## src/rtl/dual_clk_gen.sv

```systemverilog
// Two independent programmable square-wave generators in the sys_clk domain.
// High/low times are reconfigured through a valid/ready port and only change on period boundaries.
module dual_clk_gen #(
  parameter int unsigned CNT_W    = 8,
  parameter int unsigned DEF_HIGH = 4,
  parameter int unsigned DEF_LOW  = 4
) (
  input  logic             sys_clk,
  input  logic             rst_n,
  input  logic             en_p,
  input  logic             en_q,
  input  logic             cfg_valid,
  output logic             cfg_ready,
  input  logic             cfg_sel,
  input  logic [CNT_W-1:0] cfg_high,
  input  logic [CNT_W-1:0] cfg_low,
  output logic             p_clk,
  output logic             q_clk,
  output logic             p_rise,
  output logic             q_rise
);

  typedef enum logic [1:0] {
    StIdle,
    StHigh,
    StLow
  } state_e;

  localparam logic [CNT_W-1:0] One     = CNT_W'(1);
  localparam logic [CNT_W-1:0] DefHigh = CNT_W'(DEF_HIGH);
  localparam logic [CNT_W-1:0] DefLow  = CNT_W'(DEF_LOW);

  state_e           state_q    [2];
  state_e           state_d    [2];
  logic [CNT_W-1:0] cnt_q      [2];
  logic [CNT_W-1:0] cnt_d      [2];
  logic [CNT_W-1:0] act_high_q [2];
  logic [CNT_W-1:0] act_high_d [2];
  logic [CNT_W-1:0] act_low_q  [2];
  logic [CNT_W-1:0] act_low_d  [2];
  logic [CNT_W-1:0] sh_high_q  [2];
  logic [CNT_W-1:0] sh_high_d  [2];
  logic [CNT_W-1:0] sh_low_q   [2];
  logic [CNT_W-1:0] sh_low_d   [2];
  logic [1:0]       pend_q, pend_d;
  logic [1:0]       clk_q, clk_d;
  logic [1:0]       rise_q, rise_d;

  logic [1:0]       en;
  logic [1:0]       wr;
  logic [CNT_W-1:0] cfg_high_c;
  logic [CNT_W-1:0] cfg_low_c;

  assign en = {en_q, en_p};

  // Zero-length phases would make the down-counter wrap, so they are coerced to one cycle.
  assign cfg_high_c = (cfg_high == '0) ? One : cfg_high;
  assign cfg_low_c  = (cfg_low == '0) ? One : cfg_low;

  assign cfg_ready = cfg_sel ? ~pend_q[1] : ~pend_q[0];
  assign wr[0]     = cfg_valid & cfg_ready & ~cfg_sel;
  assign wr[1]     = cfg_valid & cfg_ready & cfg_sel;

  always_comb begin
    for (int i = 0; i < 2; i++) begin
      state_d[i]    = state_q[i];
      cnt_d[i]      = cnt_q[i];
      act_high_d[i] = act_high_q[i];
      act_low_d[i]  = act_low_q[i];
      sh_high_d[i]  = sh_high_q[i];
      sh_low_d[i]   = sh_low_q[i];
      pend_d[i]     = pend_q[i];

      unique case (state_q[i])
        StIdle: begin
          // An idle channel takes the write directly so a same-cycle enable uses it.
          if (wr[i]) begin
            act_high_d[i] = cfg_high_c;
            act_low_d[i]  = cfg_low_c;
          end
          if (en[i]) begin
            state_d[i] = StHigh;
            cnt_d[i]   = act_high_d[i] - One;
          end
        end
        StHigh: begin
          if (wr[i]) begin
            sh_high_d[i] = cfg_high_c;
            sh_low_d[i]  = cfg_low_c;
            pend_d[i]    = 1'b1;
          end
          if (cnt_q[i] == '0) begin
            state_d[i] = StLow;
            cnt_d[i]   = act_low_q[i] - One;
          end else begin
            cnt_d[i] = cnt_q[i] - One;
          end
        end
        StLow: begin
          if (wr[i]) begin
            sh_high_d[i] = cfg_high_c;
            sh_low_d[i]  = cfg_low_c;
            pend_d[i]    = 1'b1;
          end
          if (cnt_q[i] == '0) begin
            // Only a write pending before this boundary is applied here.
            if (pend_q[i]) begin
              act_high_d[i] = sh_high_q[i];
              act_low_d[i]  = sh_low_q[i];
              pend_d[i]     = 1'b0;
            end
            if (en[i]) begin
              state_d[i] = StHigh;
              cnt_d[i]   = act_high_d[i] - One;
            end else begin
              state_d[i] = StIdle;
              cnt_d[i]   = '0;
            end
          end else begin
            cnt_d[i] = cnt_q[i] - One;
          end
        end
        default: begin
          state_d[i] = StIdle;
          cnt_d[i]   = '0;
        end
      endcase

      clk_d[i]  = (state_d[i] == StHigh);
      rise_d[i] = (state_d[i] == StHigh) && (state_q[i] != StHigh);
    end
  end

  always_ff @(posedge sys_clk) begin
    if (!rst_n) begin
      for (int i = 0; i < 2; i++) begin
        state_q[i]    <= StIdle;
        cnt_q[i]      <= '0;
        act_high_q[i] <= DefHigh;
        act_low_q[i]  <= DefLow;
        sh_high_q[i]  <= '0;
        sh_low_q[i]   <= '0;
      end
      pend_q <= '0;
      clk_q  <= '0;
      rise_q <= '0;
    end else begin
      for (int i = 0; i < 2; i++) begin
        state_q[i]    <= state_d[i];
        cnt_q[i]      <= cnt_d[i];
        act_high_q[i] <= act_high_d[i];
        act_low_q[i]  <= act_low_d[i];
        sh_high_q[i]  <= sh_high_d[i];
        sh_low_q[i]   <= sh_low_d[i];
      end
      pend_q <= pend_d;
      clk_q  <= clk_d;
      rise_q <= rise_d;
    end
  end

  assign p_clk  = clk_q[0];
  assign q_clk  = clk_q[1];
  assign p_rise = rise_q[0];
  assign q_rise = rise_q[1];

endmodule

```

## config.mk

```make
export PLATFORM = sky130hd
export DESIGN_NAME = dual_clk_gen
export DESIGN_NICKNAME = d
export VERILOG_FILES = /design/src/rtl/dual_clk_gen.sv
export SDC_FILE = /design/constraint.sdc
export NUM_CORES = 1
export LEC_CHECK = 0
export CAP_MARGIN = 20
export CORE_ASPECT_RATIO = 1.2
export CORE_MARGIN = 2
export CORE_UTILIZATION = 45
export DETAILED_ROUTE_END_ITERATION = 7
export HOLD_SLACK_MARGIN = 0.12
export PLACE_DENSITY = 0.6
export SLEW_MARGIN = 30
export SYNTH_ARGS = -nofsm -noshare
export SYNTH_HDL_FRONTEND = slang
export SYNTH_SLANG_ARGS = --single-unit
export TNS_END_PERCENT = 30
```

## constraint.sdc

```tcl
create_clock -name sys_clk -period 5.52 [get_ports sys_clk]
set_input_delay 0.828 -clock sys_clk [delete_from_list [all_inputs] [get_ports sys_clk]]
set_output_delay 0.828 -clock sys_clk [all_outputs]
set_load 0.02 [all_outputs]
```

Yosys cells after proc, flatten, opt, wreduce, memory -nomap -nowiden
Memories as Yosys holds them, arrays and structs flattened.
Index checks and enable logic that the tools add are counted.
- bits in registers: 6
- bits in writable memories: 84
- bits of input ports: 22
- output and inout bits: 5
- logic and storage cells: 131
- memories: 6
- add/subtract/negate cells: 8
- equal/unequal tests: 8
- muxes and demuxes: 75
- bitwise gates (word level): 18
- reductions and logical operators: 12
- memory list (name ; depth ; bits a word ; read ports ; clocked after memory_dff ; write ports ; line ; text):
    act_high_q ; 2 ; 8 ; 2 ; 0 ; 2 ; 37 ; logic [CNT_W-1:0] act_high_q [2];
    act_low_q ; 2 ; 8 ; 2 ; 0 ; 2 ; 39 ; logic [CNT_W-1:0] act_low_q [2];
    cnt_q ; 2 ; 8 ; 2 ; 0 ; 2 ; 35 ; logic [CNT_W-1:0] cnt_q [2];
    sh_high_q ; 2 ; 8 ; 2 ; 0 ; 2 ; 41 ; logic [CNT_W-1:0] sh_high_q [2];
    sh_low_q ; 2 ; 8 ; 2 ; 0 ; 2 ; 43 ; logic [CNT_W-1:0] sh_low_q [2];
    state_q ; 2 ; 2 ; 2 ; 0 ; 2 ; 33 ; state_e state_q [2];
- operators by type and width (operator ; number):
    $mux W8 ; 46
    $pmux W8 S2 ; 4
    $sub A8 B1 Y8 const B ; 8
    $pmux W8 S3 ; 2
    $logic_not A8 Y1 ; 4
    $mux W2 ; 8
    $or A1 B1 Y1 ; 12
    $pmux W2 S3 ; 2
    $mux W1 ; 11
    $eq A2 B1 Y1 const B ; 4
    $eq A2 B2 Y1 const B ; 2
    $logic_not A2 Y1 ; 2
    $ne A2 B1 Y1 const B ; 2
    $pmux W1 S2 ; 2
    $reduce_bool A2 Y1 ; 2
    $reduce_or A2 Y1 ; 2
    $and A1 B1 Y1 ; 3
    $not A1 Y1 ; 3
    $logic_and A1 B1 Y1 ; 2

Depth between registers and ports, before layout
Gate-level depths: netlist (run 1).
- depth in word-level cells: 10
- depth in mapped cells: 12
- gate-level depth less buffers: 11

Worst setup path before layout (run 1)
OpenSTA, ideal clock, no wires.
- path kind: input to register
- from: in cfg_high[4]
- to: mem cnt_q[1][4] (netlist: cnt_q[0][12])
- setup time: 0.123 ns
- arrival time: 2.788 ns
- data required time: 5.397 ns
- slack: 2.609 ns
- stages on the path: 12
- buffers on the path: 1
- cells stage by stage: clkbuf_1 nor3_1 a31oi_1 nor2_1 a21oi_1 ha_1 nor3b_1 xnor2_1 nand2_1 a32o_1 a21oi_1 o21ai_0
- RTL lines (element ; line ; text):
    start: declaration ; 15 ; input logic [CNT_W-1:0] cfg_high,
    end: declaration ; 35 ;

==> flow_summary.yaml, run 1 <==
run_status:
  status: "complete, no violations"
sta:
  setup_viol: 0
  setup_ws_ns: 1.95
  finalClockSkew_ns: 0.0109
  fin_crit_sh_pct: 64.7
  tightest_slew_ns: 0.849
  fin_setup_tns_ns: 0
  drv_slew: 0
  fmax_ghz: 0.280
  rsz0062_at_grt: "no"
  hold_violations: 0
  min_period_ns: 3.57
  relSlewSlack_pct: 43.3
placed_design:
  dp_slack_ns: 1.62
  gp_congestion: 0.954
  place_area_mm2: 0.00619
  port_buffers: 26
  post-dp-hpwl_um: 11500
pwr:
  fin_total_pwr_w: 0.00286
  p_int_w: 0.00166
  p_leak_nw: 2.24
  seqPwrFrac_pct: 32.8
  p_comb_share_pct: 45.7
  ir_drop_mv: 0.319
  pwr_density_cell_mw_per_mm2: 442
  swShare_pct: 42.0
  power_switching_w: 0.00120
  clkPwrFrac_pct: 21.4
clocking:
  ctsResizeCount: 0
  hold_buffers: 0
  cts_tree: "built"
  htreeDepth: 3
  clk_latency_ns: 0.35
  cts-buffers-inserted: 9
  clk_pin_slew_ns: 0.06
  cts_root_buf: "clkbuf_16"
  clockBufferDepth: 2
  cts.sinks: 90
  cts_setup_buffers: 0
setup_path:
  critPathLaunchType: "primary input"
  endpoint_kind: "register"
  startpoint: "cfg_high[4]"
  crit_path_frequent_cell: "a21oi_1"
  worstPathArrival_ns: 3.80
  r2r-start: "pend_q[0]"
  worstPathRequired_ns: 5.75
  worstSetupPathType: "in -> reg"
  max_stage_delay_ns: 0.80
  path_cells: "clkdlybuf4s50_1 > nor3_1 > a31oi_1 > nor2_1 > a21oi_1 > ha_1 > nor3b_1 > xnor2_1 > nand2_1 > a32o_1 > a21oi_1 > o21ai_0"
  slowest_stage: "clkdlybuf4s50_1"
  path_max_fanout: 9
layout:
  fillers: 1271
  nNetsFinal: 785
  area_growth_pct: 9.90
  antennaDiodeCount: 0
  finalInstanceArea_mm2: 0.00647
  postLayoutCoreUtil_pct: 50.9
  drive_gt1_share_pct: 6.00
logic_synthesis:
  synth_cells: 751
  ys_types: 67
  yosysMostFrequentCell: "nand2_1"
  async_flop_share_pct: 0
  ys_seq_area_share_pct: 30.6
  syn-mean-instance-area_um2: 7.84
  syn-cell-area_mm2: 0.00589
  synth-seq-cells: 90
  synth_fp_nets: 789
  ys_warn_count: 0
  yosys-top-cells-count: "nand2_1, dfxtp_1, nor2_1, a21oi_1, mux2i_1"
  synth-edff-count: 0
  synth_ff_type: "dfxtp_1"
  yosysTopAreaCell: "dfxtp_1"
  synth_area_leaders: "dfxtp_1, nand2_1, mux2i_1"
  synth_top_area_share_pct: 30.6
hold_path:
  hold_class: "reg -> reg"
  hold_start: "sh_low_q[0][6]"
route:
  avgViaCountPerCell: 5.89
  dr_total_vias: 5380
  drc_errors: 0
  wl_per_cell_um: 17.7
  drtIter0Drc: 319
  drt-total-wl_um: 16200
  dr.pass1.iters: 4
  ant_nets: 0
floorplanning:
  dieArea_mm2: 0.0140
  initial_core_util_pct: 46.3
  pin_count: 27
  fp-row-count: 45
  die_h_um: 129
  core_area_mm2: 0.0127
  die_x_um: 108
grt:
  grt_use_total_pct: 24.6
  antenna_found_initial: 0
  grt_remaining_overflow: 0
  grt_pass1_wl_um: 27300
  grt_pass1_vias: 5307
  grt_max_degree: 59
run:
  maxCapViolations: 0
## power groups by stage
stage | Clock [W] | Sequential [W] | Combinational (W)
finish | 0.000614 | 0.000939 | 0.00131
global placement | 0 | 0.000947 | 0.00128
detailed placement | 0 | 0.000950 | 0.00129
floorplan | 0 | 0.000910 | 0.00103
global route | 0.000654 | 0.000958 | 0.00145
CTS | 0.000624 | 0.000937 | 0.00130
## state kept, by name, summed over array words and instances, names as in the netlist
name,count
pend_q,2
act_low_q,16
sh_high_q,16
act_high_q,16
clk_q,2
rise_q,2
cnt_q,16
state_q,4
sh_low_q,16
## placed cells by master, fill, tap and decap left out, drive strengths merged, types with 4 or more instances in the layout
cell and n:
a32oi 5, o221a 6, o211ai 4, clkdlybuf4s50 26, xor2 20, o21ai 29
mux2 4, nand2b 4, or3 4, nor3 24, and2 9, clkbuf 9
nor2 65, dfxtp 90, buf 6, mux2i 46, a21oi 60, nand3 13
nor4 7, nand2 125, nor2b 7, o2bb2ai 4, a31oi 12, ha 16
xnor2 28, clkinv 5, o22ai 4, nor3b 14, nand3b 6, a211oi 21
inv 25, and3 5
## cell type report
class | instances | area, um2 | share of cell area, %
Multi-Input combinational cell | 588 | 3780 | 58.4
Sequential cell | 90 | 1800 | 27.8
Timing Repair Buffer | 32 | 305 | 4.72
Clock buffer | 9 | 225 | 3.48
Tap cell | 164 | 205 | 3.17
Inverter | 26 | 97.6 | 1.51
Clock inverter | 5 | 57.6 | 0.889
## critical path, delay by kind of cell
family / cells / cell delay (ns)
compound gates: 5 / 1.08
xor+xnor: 1 / 0.16
fa+ha+maj: 1 / 0.29
buf+inv: 1 / 0.80
simple gates: 4 / 0.65
## through the flow
| step | cells | hold WS (ns) |
|---|---|---|
| finish | 914 | 0.455 |
| CTS | 914 | 0.458 |
| global route | 914 | 0.473 |
| detailed placement | 900 | 0.449 |
| global placement | 900 | 0.438 |
| floorplan | 751 | 0.433 |
## per-layer routing
layer / share of wire, % / up-vias / routed length [um] / global-route usage, %
met4: 4.2 / 0 / 686 / 12.2
li1: - / 2650 / - / -
met2: 49 / 145 / 7910 / 41.3
met3: 3.6 / 41 / 584 / 3.42
met5: 0 / - / 0 / 0
met1: 43 / 2544 / 7010 / 30.9
## kinds of logic after synthesis
group | count (synthesis) | synth area share [%]
flops | 90 | 30.6
simple gates | 292 | 23.7
buf+inv | 73 | 5.29
mux | 50 | 8.58
fa+ha+maj | 16 | 3.40
xor+xnor | 48 | 7.14
compound gates | 182 | 21.3
## path summary, 6_finish.rpt
| check | to | slack [ns] | cells past startpoint |
|---|---|---|---|
| setup / recovery | cnt_q[0][12] | 1.95 | 12 |
| setup reg to reg | cnt_q[0][6] | 2.52 | 8 |
| hold reg to reg | sh_low_q[0][6] | 0.46 | 2 |
| hold / removal | sh_low_q[0][6] | 0.46 | 2 |
No activity file was read; power rests on OpenSTA's default activity.
==> run 2, diff against run 1 <==
- clock period: 5.52 -> 3.5 ns (I/O delays scaled with it)
==> run 2 against run 1 <==
Total power up 59%. Flip-flop and latch count unchanged. Die area unchanged. Cell count up 1.9%. Design area up 1.9%. Wire length up 0.93%. Hold slack worse by 0.0011 ns. Setup slack worse by 1.3 ns. First-iteration DRC count down 28%.
==> flow_summary.yaml, run 2 (synthesized netlist as in run 1, its figures left out) <==
run:
  maxCapViolations: 0
route:
  dr.pass1.iters: 5
  drtIter0Drc: 230
  drc_errors: 0
  ant_nets: 0
  dr_total_vias: 5498
  wl_per_cell_um: 17.6
  drt-total-wl_um: 16300
  avgViaCountPerCell: 5.91
sta:
  tightest_slew_ns: 0.722
  finalClockSkew_ns: 0.00968
  hold_violations: 0
  fmax_ghz: 0.350
  setup_viol: 0
  min_period_ns: 2.85
  fin_crit_sh_pct: 81.6
  drv_slew: 0
  rsz0062_at_grt: "no"
  fin_setup_tns_ns: 0
  relSlewSlack_pct: 51.9
setup_path:
  endpoint_kind: "register"
  worstSetupPathType: "reg -> reg"
  critPathLaunchType: "register"
  max_stage_delay_ns: 0.50
  crit_buf_inv: 1
  worstPathRequired_ns: 3.74
  path_max_fanout: 14
  ff2ff_setup_slack_ns: 0.65
  slowest_stage: "dfxtp_1"
  worstPathArrival_ns: 3.10
  path_delay_family: "compound AO/OA/AOI/OAI gates"
  path_cells: "buf_4 > mux2i_1 > ha_1 > nor4bb_1 > a31oi_1 > o21bai_1 > xnor2_1 > o22ai_1 > a221o_1"
pwr:
  ir_drop_mv: 0.419
  p_leak_nw: 2.33
  pwr_density_cell_mw_per_mm2: 690
grt:
  grt_use_total_pct: 24.7
  grt_pass1_wl_um: 27400
  grt_pass1_vias: 5430
  grt_max_degree: 35
  grt_remaining_overflow: 0
  antenna_found_initial: 0
layout:
  drive_gt1_share_pct: 7.95
  postLayoutCoreUtil_pct: 51.8
  final_cell_mix: "nand2_1, dfxtp_1, nor2_1"
  area_growth_pct: 12.0
  nNetsFinal: 801
  stdcell_count: 931
  fillers: 1273
  antennaDiodeCount: 0
  layout_commonest_cell: "nand2_1"
clocking:
  ctsResizeCount: 0
  cts_setup_buffers: 0
  clk_latency_ns: 0.35
  htreeDepth: 3
  cts_root_buf: "clkbuf_16"
  clockBufferDepth: 2
  cts.sinks: 90
  cts-buffers-inserted: 9
  hold_buffers: 0
  clk_pin_slew_ns: 0.07
  cts_tree: "built"
floorplanning:
  die_x_um: 108
  die_h_um: 129
  initial_core_util_pct: 46.3
  core_area_mm2: 0.0127
  fp-row-count: 45
  pin_count: 27
  dieArea_mm2: 0.0140
placed_design:
  place_inst: 916
  post-dp-hpwl_um: 12000
  gp_congestion: 0.919
  port_buffers: 26
hold_path:
  hold_class: "reg -> reg"
run_status:
  status: "complete, no violations"
## run 2: cell types whose count changed in the layout (fill, tap and decap cells not counted)
cell and delta:
a21oi_2 -1, inv_6 +2, a21oi_1 +1, clkinv_4 -1
buf_4 +16
## run 2: power breakdown
part / leakage [nW] / internal (W) / switching (W)
registers: 0.736 / 0.00123 / 0.000249
clock network: 0.146 / 0.000553 / 0.000430
logic: 1.45 / 0.000869 / 0.00122
total: 2.33 / 0.00265 / 0.00190
## run 2: tightest hold or removal path, cell delays in order (launching register included)
cell     delay, ns
dfxtp_1       0.31
nand2_1       0.05
a21oi_1       0.05
## run 2: path summary, 6_finish.rpt
check                 startpoint              to  cells past startpoint
setup / recovery       pend_q[0]     cnt_q[0][6]                      9
hold reg to reg   sh_low_q[0][5]  sh_low_q[0][5]                      2
setup reg to reg       pend_q[0]     cnt_q[0][6]                      9
hold / removal    sh_low_q[0][5]  sh_low_q[0][5]                      2
## run 2: area by class of cell
cell class	count	area [um2]	area share, %
clock inverters	6	66.3	1.01
well taps	164	205	3.11
inverters	26	97.6	1.48
flip-flops and latches	90	1800	27.3
multi-input cells	588	3780	57.2
repair buffers	48	425	6.45
clock buffers	9	225	3.41
## run 2: layer usage
| layer | up-vias | GRT usage, % | wire length, um |
|---|---|---|---|
| met2 | 165 | 40.9 | 7830 |
| met5 | - | 0 | 0 |
| met4 | 0 | 14.6 | 803 |
| met1 | 2599 | 30.3 | 7000 |
| met3 | 51 | 3.72 | 705 |
| li1 | 2683 | - | - |
## run 2: through the flow
step | setup slack (ns) | total power [W] | cell area (um2) | hold slack [ns]
2_1_floorplan | 0.892 | 0.00305 | 5890 | 0.433
3_3_place_gp | 0.489 | 0.00354 | 6310 | 0.440
3_5_place_dp | 0.398 | 0.00355 | 6310 | 0.447
4_1_cts | 0.749 | 0.00455 | 6600 | 0.456
5_1_grt | 0.425 | 0.00485 | 6600 | 0.474
6_report | 0.645 | 0.00455 | 6600 | 0.454
==> run 3, diff against run 2 <==
- PLACE_DENSITY: 0.6 -> 0.63
- clock period: 3.5 -> 2.4 ns (I/O delays scaled with it)
==> run 3 against run 2 <==
Via count up 0.82%. Non-clock buffer count is 32 higher. Total power up 52%. Core utilization grew 2.3 points. First-iteration DRC count is 31% higher.
==> flow_summary.yaml, run 3 (synthesized netlist as in run 1, its figures left out) <==
run_status:
  status: "complete, no violations"
setup_path:
  path_max_fanout: 3
  endpoint_kind: "register"
  worstSetupPathType: "in -> reg"
  r2r_end: "cnt_q[0][6]"
  ff2ff_setup_slack_ns: 0.11
  startpoint: "cfg_high[6]"
  crit_buf_inv: 1
  endpoint: "cnt_q[0][12]"
  path_delay_family: "compound AO/OA/AOI/OAI gates"
  r2r-start: "pend_q[0]"
  path_depth: 12
  ff2ff_path_depth: 8
  critPathLaunchType: "primary input"
  max_stage_delay_ns: 0.48
  slowest_stage: "clkdlybuf4s50_1"
  path_cells: "clkdlybuf4s50_1 > nor2_1 > a31oi_1 > nor2_1 > a21oi_1 > ha_1 > nor3b_1 > xnor2_1 > nand2_1 > a32o_1 > a21oi_1 > o21ai_0"
  worstPathRequired_ns: 2.63
  worstPathArrival_ns: 2.54
grt:
  antenna_found_initial: 0
  grt_max_degree: 55
  grt_pass1_wl_um: 27800
  grt_remaining_overflow: 0
  grt_pass1_vias: 5536
  grt_use_total_pct: 25.3
clocking:
  htreeDepth: 3
  cts-buffers-inserted: 9
  clk_pin_slew_ns: 0.07
  cts_tree: "built"
  clockBufferDepth: 2
  cts_setup_buffers: 0
  cts_root_buf: "clkbuf_16"
  cts.sinks: 90
  hold_buffers: 0
  clk_latency_ns: 0.35
sta:
  fin_crit_sh_pct: 95.9
  fin_setup_tns_ns: 0
  drv_slew: 0
  hold_violations: 0
  hold_ws_ns: 0.460
  rsz0062_at_grt: "yes"
  finalClockSkew_ns: 0.00718
  relSlewSlack_pct: 62.5
  fmax_ghz: 0.435
  tightest_slew_ns: 0.561
  min_period_ns: 2.30
  setup_viol: 0
floorplanning:
  core_area_mm2: 0.0127
  fp-row-count: 45
  initial_core_util_pct: 46.3
  pin_count: 27
  die_h_um: 129
  die_x_um: 108
  dieArea_mm2: 0.0140
route:
  dr_total_vias: 5543
  drtIter0Drc: 301
  dr.pass1.iters: 5
  avgViaCountPerCell: 5.75
  ant_nets: 0
  wl_per_cell_um: 17.8
  drt-total-wl_um: 17200
  drc_errors: 0
placed_design:
  post-dp-hpwl_um: 12900
  gp_congestion: 0.927
  port_buffers: 26
  place_area_mm2: 0.00657
layout:
  finalInstanceArea_mm2: 0.00689
  antennaDiodeCount: 0
  nNetsFinal: 833
  layout_commonest_cell: "nand2_1"
  drive_gt1_share_pct: 12.1
  area_growth_pct: 17.0
  fillers: 1254
  final_cell_mix: "nand2_1, dfxtp_1, nor2_1"
pwr:
  p_leak_nw: 2.50
  ir_drop_mv: 0.656
  pwr_density_cell_mw_per_mm2: 1000
run:
  maxCapViolations: 0
hold_path:
  hold_class: "reg -> reg"
==> run 3: area by class of cell <==
class | instances | area [um2] | area share (%)
clock buffer | 14 | 264 | 3.83
clock inverter | 2 | 35.0 | 0.509
inverter | 26 | 97.6 | 1.42
multi-input combinational | 588 | 3790 | 55.1
sequential | 90 | 1800 | 26.2
tap | 164 | 205 | 2.98
timing repair buffer | 80 | 689 | 10.0
==> run 3: layer usage <==
metal  vias up  global-route usage, %  wire length (um)
met5         -                      0                 0
met4         0                   13.0               570
met3        36                   3.42               483
met2       124                   45.1              8740
met1      2645                   29.5              7400
li1       2738                      -                 -
==> run 3: timing repair <==
item,CTS,global route
pin swaps,0,1
gates resized for setup,1,6
cloned,0,0
setup endpoints to repair,1,4
endpoints found under the hold margin,0,0
==> run 3: worst min path at each step <==
stage	start	to	slack, ns	cells past startpoint
after floorplan	sh_low_q[0][10]	sh_low_q[0][10]	0.43	2
after global placement	sh_low_q[0][2]	sh_low_q[0][2]	0.44	2
final	sh_low_q[0][15]	sh_low_q[0][15]	0.46	2
after CTS	sh_low_q[0][13]	sh_low_q[0][13]	0.46	2
after detailed placement	sh_low_q[0][13]	sh_low_q[0][13]	0.45	2
after global routing	sh_low_q[0][3]	sh_low_q[0][3]	0.48	2
==> run 3: through the flow <==
| stage | utilization (%) | instances | worst slack [ns] | power [W] |
|---|---|---|---|---|
| finish | 54.1 | 964 | 0.0988 | 0.00691 |
| global placement | 51.6 | 948 | -0.362 | 0.00539 |
| detailed placement | 51.6 | 948 | -0.409 | 0.00542 |
| global route | 54.1 | 964 | -0.0902 | 0.00733 |
| CTS | 54.0 | 964 | 0.0380 | 0.00691 |
| floorplan | - | 751 | 0.0521 | 0.00445 |
==> run 3: power by group <==
group          internal (W)  switching, W
sequential          0.00179      0.000374
combinational       0.00145       0.00182
clock              0.000865      0.000604
total               0.00411       0.00280
==> run 3: worst min-delay path: cells and delay by family, from the launching register on <==
family,cells,cell delay [ns]
flops,1,0.31
simple gates,1,0.05
compound gates,1,0.05
